===== src/rtl/replay_buffer_mux_if.sv =====
// Shared-link bundle for the replay buffer mux: run enable and
// per-network spikes in, compressed replay stream and position out.
interface replay_buffer_mux_if #(
   parameter int Q = 2,
   parameter int GAMMA_CYCLE_LENGTH = 18
);
   localparam int CW = $clog2(GAMMA_CYCLE_LENGTH);

   logic                start_count;
   logic [Q-1:0][1:0]   in_spikes;
   logic [Q-1:0]        muxed_spikes;
   logic                net_sel;
   logic                replay_valid;
   logic [CW-1:0]       cycle_counter;

   modport master (
      output start_count, in_spikes,
      input  muxed_spikes, net_sel, replay_valid, cycle_counter
   );

   modport slave (
      input  start_count, in_spikes,
      output muxed_spikes, net_sel, replay_valid, cycle_counter
   );
endinterface


===== src/rtl/replay_buffer_mux.sv =====
// Two-network spike capture into ping-pong banks, replayed 2:1
// time-compressed over one shared Q-wire bus in the next gamma cycle.
module replay_buffer_mux #(
   parameter int Q = 2,
   parameter int GAMMA_CYCLE_LENGTH = 18
) (
   input logic                clk,
   input logic                rst,
   replay_buffer_mux_if.slave bus
);
   localparam int G  = GAMMA_CYCLE_LENGTH;
   localparam int CW = $clog2(G);
   localparam logic [CW-1:0] LAST = CW'(G - 1);
   localparam logic [CW-1:0] HALF = CW'(G / 2);

   if (G % 2 != 0) begin : g_odd_gamma
      $error("GAMMA_CYCLE_LENGTH must be even");
   end

   typedef enum logic [1:0] {IDLE, FILL, STREAM} state_t;

   state_t        state_q, state_d;
   logic [CW-1:0] cnt_q, cnt_d;
   logic          wr_bank_q, wr_bank_d;
   logic [1:0][1:0][G-1:0][Q-1:0] bank_q, bank_d;
   logic [Q-1:0]  mux_q, mux_d;
   logic          sel_q, sel_d;
   logic          valid_q, valid_d;

   logic [Q-1:0]  in_n0, in_n1;
   logic          rd_bank;
   logic          net;
   logic [CW-1:0] pos;

   // Regroup wire-major input into one Q-bit word per network
   for (genvar gi = 0; gi < Q; gi++) begin : g_split
      assign in_n0[gi] = bus.in_spikes[gi][0];
      assign in_n1[gi] = bus.in_spikes[gi][1];
   end

   // Next state: capture, counter/bank swap, and pair-merged replay
   always_comb begin
      state_d   = state_q;
      cnt_d     = cnt_q;
      wr_bank_d = wr_bank_q;
      bank_d    = bank_q;
      mux_d     = '0;
      sel_d     = 1'b0;
      valid_d   = 1'b0;
      rd_bank   = ~wr_bank_q;
      net       = (cnt_q >= HALF);
      pos       = net ? CW'((cnt_q - HALF) << 1) : CW'(cnt_q << 1);
      if (!bus.start_count) begin
         state_d   = IDLE;
         cnt_d     = '0;
         wr_bank_d = 1'b0;
         bank_d    = '0;
      end else begin
         bank_d[wr_bank_q][0][cnt_q] = in_n0;
         bank_d[wr_bank_q][1][cnt_q] = in_n1;
         if (cnt_q == LAST) begin
            cnt_d     = '0;
            wr_bank_d = ~wr_bank_q;
         end else begin
            cnt_d = cnt_q + 1'b1;
         end
         unique case (1'b1)
            state_q == IDLE: state_d = FILL;
            state_q == FILL: if (cnt_q == LAST) state_d = STREAM;
            default:         state_d = STREAM;
         endcase
         if (state_q == STREAM) begin
            mux_d   = bank_q[rd_bank][net][pos]
                    | bank_q[rd_bank][net][pos + 1'b1];
            sel_d   = ~net;
            valid_d = 1'b1;
         end
      end
   end

   // State, storage and registered outputs
   always_ff @(posedge clk or posedge rst) begin
      if (rst) begin
         state_q   <= IDLE;
         cnt_q     <= '0;
         wr_bank_q <= 1'b0;
         bank_q    <= '0;
         mux_q     <= '0;
         sel_q     <= 1'b0;
         valid_q   <= 1'b0;
      end else begin
         state_q   <= state_d;
         cnt_q     <= cnt_d;
         wr_bank_q <= wr_bank_d;
         bank_q    <= bank_d;
         mux_q     <= mux_d;
         sel_q     <= sel_d;
         valid_q   <= valid_d;
      end
   end

   assign bus.muxed_spikes  = mux_q;
   assign bus.net_sel       = sel_q;
   assign bus.replay_valid  = valid_q;
   assign bus.cycle_counter = cnt_q;
endmodule


===== src/flat_wrapper.sv =====
// flat-port wrapper written by rule: the top's interface ports become plain ports
module replay_buffer_mux_flat 
#(
   parameter int Q = 2,
   parameter int GAMMA_CYCLE_LENGTH = 18
)
  (clk, rst, bus_start_count, bus_in_spikes, bus_muxed_spikes, bus_net_sel, bus_replay_valid, bus_cycle_counter);
  replay_buffer_mux_if #(.Q(Q), .GAMMA_CYCLE_LENGTH(GAMMA_CYCLE_LENGTH)) bus_i ();
  input logic clk;
  input logic rst;
  input wire logic [$bits(bus_i.start_count)-1:0] bus_start_count;
  input wire logic [$bits(bus_i.in_spikes)-1:0] bus_in_spikes;
  output wire logic [$bits(bus_i.muxed_spikes)-1:0] bus_muxed_spikes;
  output wire logic [$bits(bus_i.net_sel)-1:0] bus_net_sel;
  output wire logic [$bits(bus_i.replay_valid)-1:0] bus_replay_valid;
  output wire logic [$bits(bus_i.cycle_counter)-1:0] bus_cycle_counter;
  assign bus_i.start_count = bus_start_count;
  assign bus_i.in_spikes = bus_in_spikes;
  assign bus_muxed_spikes = bus_i.muxed_spikes;
  assign bus_net_sel = bus_i.net_sel;
  assign bus_replay_valid = bus_i.replay_valid;
  assign bus_cycle_counter = bus_i.cycle_counter;
  replay_buffer_mux #(.Q(Q), .GAMMA_CYCLE_LENGTH(GAMMA_CYCLE_LENGTH)) u_core (.clk(clk), .rst(rst), .bus(bus_i));
endmodule

===== config.mk =====
export PLATFORM = sky130hd
export DESIGN_NAME = replay_buffer_mux_flat
export DESIGN_NICKNAME = d
export VERILOG_FILES = /design/src/rtl/replay_buffer_mux_if.sv /design/src/rtl/replay_buffer_mux.sv /design/src/flat_wrapper.sv
export SDC_FILE = /design/constraint.sdc
export NUM_CORES = 1
export LEC_CHECK = 0
export ABC_AREA = 0
export BUFFER_PORTS_ARGS = -buffer_cell sky130_fd_sc_hd__buf_4
export CELL_PAD_IN_SITES_DETAIL_PLACEMENT = 1
export CELL_PAD_IN_SITES_GLOBAL_PLACEMENT = 2
export CORE_ASPECT_RATIO = 0.8
export CORE_MARGIN = 8
export CORE_UTILIZATION = 38
export CTS_BUF_LIST = sky130_fd_sc_hd__clkbuf_4
export CTS_CLUSTER_SIZE = 30
export DETAILED_ROUTE_END_ITERATION = 10
export HOLD_SLACK_MARGIN = 0.02
export PLACE_DENSITY = 0.87
export RECOVER_POWER = 25
export SKIP_CTS_REPAIR_TIMING = 1
export SLEW_MARGIN = 20
export SYNTH_ARGS = -nofsm -noshare
export SYNTH_HDL_FRONTEND = slang
export SYNTH_SLANG_ARGS = --single-unit

===== constraint.sdc =====
create_clock -name clk -period 5.4 [get_ports clk]
set_clock_uncertainty 0.2 [all_clocks]
set_input_delay 0.81 -clock clk [delete_from_list [all_inputs] [get_ports clk]]
set_output_delay 0.81 -clock clk [all_outputs]
set_load 0.05 [all_outputs]

==> key figures <==
Global routing
  • Remaining global-route overflow: 0
  • Largest net degree at the start of global routing: 92
  • Vias in the first global route: 6606
  • GRT Resource Usage Total: 0.1871
  • Antenna violations before repair: 0
  • First-pass GRT wire length: 39.41 mm

Layout
  • Post-layout net count: 838
  • Non-filler instance count after layout: 1114
  • Most used cells in the layout excluding fill and tap cells: dfrtp_1 (154), nand2_1 (115), a21boi_0 (88)
  • Area growth from synthesis to final layout: 6.346%
  • Antenna cells: 0
  • Area of the multi-input gates: 4061 um2
  • Total of fill cells in the finished design: 2476
  • Most common cell after layout, fill and taps aside: dfrtp_1
  • Seq. cell area: 3906 um2
  • Layout cells sized above 1: 0.1001

Run status
  • Run status: finished with violations
  • Violated checks: capacitance limit, slew limit

Die
  • Chip Width: 181.2 um
  • Placeable Area: approximately 22000 um2
  • Initial standard-cell utilization of the core: 0.3861
  • Die area: 26860 um2
  • I/O Pins: 16
  • FP Rows: 48
  • Die outline height: between 100 and 150 um

Power and ir drop
  • Static Leakage: 3.531 nW
  • Worst VDD drop: about 110 uV
  • Ratio of total power to cell area: 244.2 nW/um2
  • Overall Power: around 2.2 mW

CTS
  • Num CTS Buffers: 17
  • Insertion delay to the later sink of the worst-skew pair: about 600 ps
  • Number of buffers on the longest clock path: 2
  • Clock tree root driver cell: clkbuf_4
  • Clock tree from TritonCTS: yes
  • Clock slew seen by the registers of the worst setup and hold paths: 150 ps
  • Total clock sinks: 156
  • H-tree depth: 4

Critical path
  • Arr. time, crit path: around 4000 ps
  • Number of buffer and inverter instances along the worst setup path: 1
  • Most Frequent Cell on Critical Path: or4_1
  • Cell with the biggest individual delay on the critical path: dfrtp_2
  • Family of cells with the greatest summed delay on the critical path: simple AND/OR/NAND/NOR gates
  • Ordered list of cells on the worst path: inv_1 -> ha_1 -> or4_1 -> o221ai_1 -> nor4_1 -> or4_1 -> o211ai_1
  • Crit path max fanout: 46
  • Startpoint type of the worst setup path: flip-flop
  • CP Capture Type: flip-flop
  • WP data required: 5710 ps
  • Critical path class: reg2reg
  • Delay of the slowest cell on the worst path: 990 ps

Timing
  • Clock period minus worst slack: 3644 ps
  • Number of failing setup endpoints in the final timing report: 0
  • Final cycle utilization of the critical path: 0.6747
  • Setup repair after global routing missed its margin: false
  • Aggregate negative setup slack: 0 ps
  • Max Slew Vio Count: between 100 and 150
  • Tightest slew margin relative to the limit: -1.270
  • Hold violation count in the final report: 0
  • Slew at the pin closest to its max-slew limit: ~3400 ps
  • Highest Clock Rate: ~270 MHz
  • Hold Worst Slack: 345.7 ps

Route
  • Count of vias placed by the detailed router: 6439
  • Detailed-routing iteration count for the pre-antenna-repair pass: 5
  • DRC violation count after routing: 0
  • DR vias/cell: around 5.8
  • Detailed Route WL: 24.54 mm
  • Wire per inst: 22.03 um
  • Count of nets left with antenna violations after detail routing: 0
  • DRT iter0 DRCs: 588

Place
  • Final RePlAce weighted congestion: between 0.8 and 0.9
  • Cells after DPL: 1082
  • Placed wire-length estimate after detailed placement: 15.50 mm
  • Port buffer count: 15

Hold path
  • Worst min path class: reg2reg

Job
  • Max-capacitance violation count: 2

Logic synthesis
  • Post-synthesis cell area: 8300 um2
  • Net count after synthesis: 873
  • Synth Area per Inst: approximately 9.6 um2
  • Synth Register Bits: 156
  • Gate Count Post-Synth: 861
  • Post-synth EDFFs: 0
  • Sequential-to-total area share from yosys stat: 0.4703
  • Most common flop cell mapped by yosys: dfrtp_1
  • Number of distinct library cells after synthesis: 58
  • Fraction of registers with async set/reset: 1.000
  • Syn. warnings: 0
[cells in the mapped netlist, types with 5 or more instances]
cell | count | area share
mux4_2 | 8 | 0.022
ha_1 | 5 | 0.0075
a21oi_1 | 10 | 0.0060
o21ai_0 | 63 | 0.038
mux2_2 | 8 | 0.011
buf_2 | 11 | 0.0066
o311ai_0 | 8 | 0.0084
nand3_1 | 45 | 0.027
a21boi_0 | 88 | 0.080
a31oi_1 | 7 | 0.0053
inv_1 | 5 | 0.0023
nor2b_1 | 69 | 0.052
nor3_1 | 13 | 0.0078
nor2_1 | 39 | 0.018
clkbuf_1 | 63 | 0.028
nand2_1 | 115 | 0.052
o211ai_1 | 6 | 0.0054
mux2i_1 | 74 | 0.089
dfrtp_1 | 156 | 0.47
[where the power goes]
part | switching [mW] | total, mW | internal (mW)
clock | 0.480 | 0.764 | 0.284
combinational | 0.139 | 0.194 | 0.0554
sequential | 0.0187 | 1.20 | 1.18
[worst reg2reg max path: stages (launching register included)]
cell	delay, ps
dfrtp_2	990
inv_1	490
ha_1	540
or4_1	540
o221ai_1	100
nor4_1	70
or4_1	550
o211ai_1	110
[kinds of logic (layout without fill, tap and decap cells)]
| kind of cell | Yosys count | after routing | share of synthesized area |
|---|---|---|---|
| compound gates | 211 | 211 | 0.1727 |
| xor+xnor | 3 | 3 | 0.003166 |
| fa+ha+maj | 5 | 5 | 0.007537 |
| buf+inv | 85 | 63 | 0.04190 |
| flops | 156 | 156 | 0.4703 |
| mux | 90 | 90 | 0.1218 |
| simple gates | 311 | 311 | 0.1825 |
[path summary, 6_finish.rpt]
check / start / endpoint / slack [ps] / cells past startpoint
worst max-delay path: u_core.bus.cycle_counter[0] / u_core.bus.muxed_spikes[0] / 1760 / 7
worst min-delay path: u_core.bank_q[55] / u_core.bank_q[55] / 350 / 2
worst max register to register: u_core.bus.cycle_counter[0] / u_core.bus.muxed_spikes[0] / 1760 / 7
worst min register to register: u_core.bank_q[55] / u_core.bank_q[55] / 350 / 2
max in group asynchronous: rst / u_core.wr_bank_q / 2350 / 2
min in group asynchronous: rst / u_core.bank_q[46] / 990 / 2
[layout make-up]
type	instances	share of cell area
tap	275	0.03898
clock inverter	15	0.01857
multi-input combinational	620	0.4601
sequential	156	0.4425
inverter	5	0.002268
clock buffer	17	0.01446
timing repair buffer	26	0.02310
[per-layer routing]
layer  part of all wire  GRT usage  wire length (um)  vias to the layer above
li1                   -          -                 -                     2937
met1               0.50     0.2738             12190                     3353
met2               0.44     0.2764             10780                      129
met3              0.054    0.04193              1320                       20
met4             0.0097    0.04419               239                        0
met5                  0          0                 0                        -
[metrics by stage]
| step | utilization | area, um2 | setup slack, ps |
|---|---|---|---|
| 3_5_place_dp | 0.3973 | 8543 | 1887 |
| 6_report | 0.4106 | 8827 | 1756 |
| 5_1_grt | 0.4106 | 8827 | 1546 |
| 2_1_floorplan | - | 8300 | 183.5 |
| 3_3_place_gp | 0.3973 | 8543 | 1949 |
| 4_1_cts | 0.4109 | 8835 | 1847 |
[sequential cells by signal, summed over array words and instances (netlist names)]
name	cells
u_core.bus.muxed_spikes	2
u_core.bank_q	144
u_core.bus.cycle_counter	5
u_core.state_q	2
u_core.bus.replay_valid	1
u_core.wr_bank_q	1
u_core.bus.net_sel	1
(Power assumes the default switching activity.)
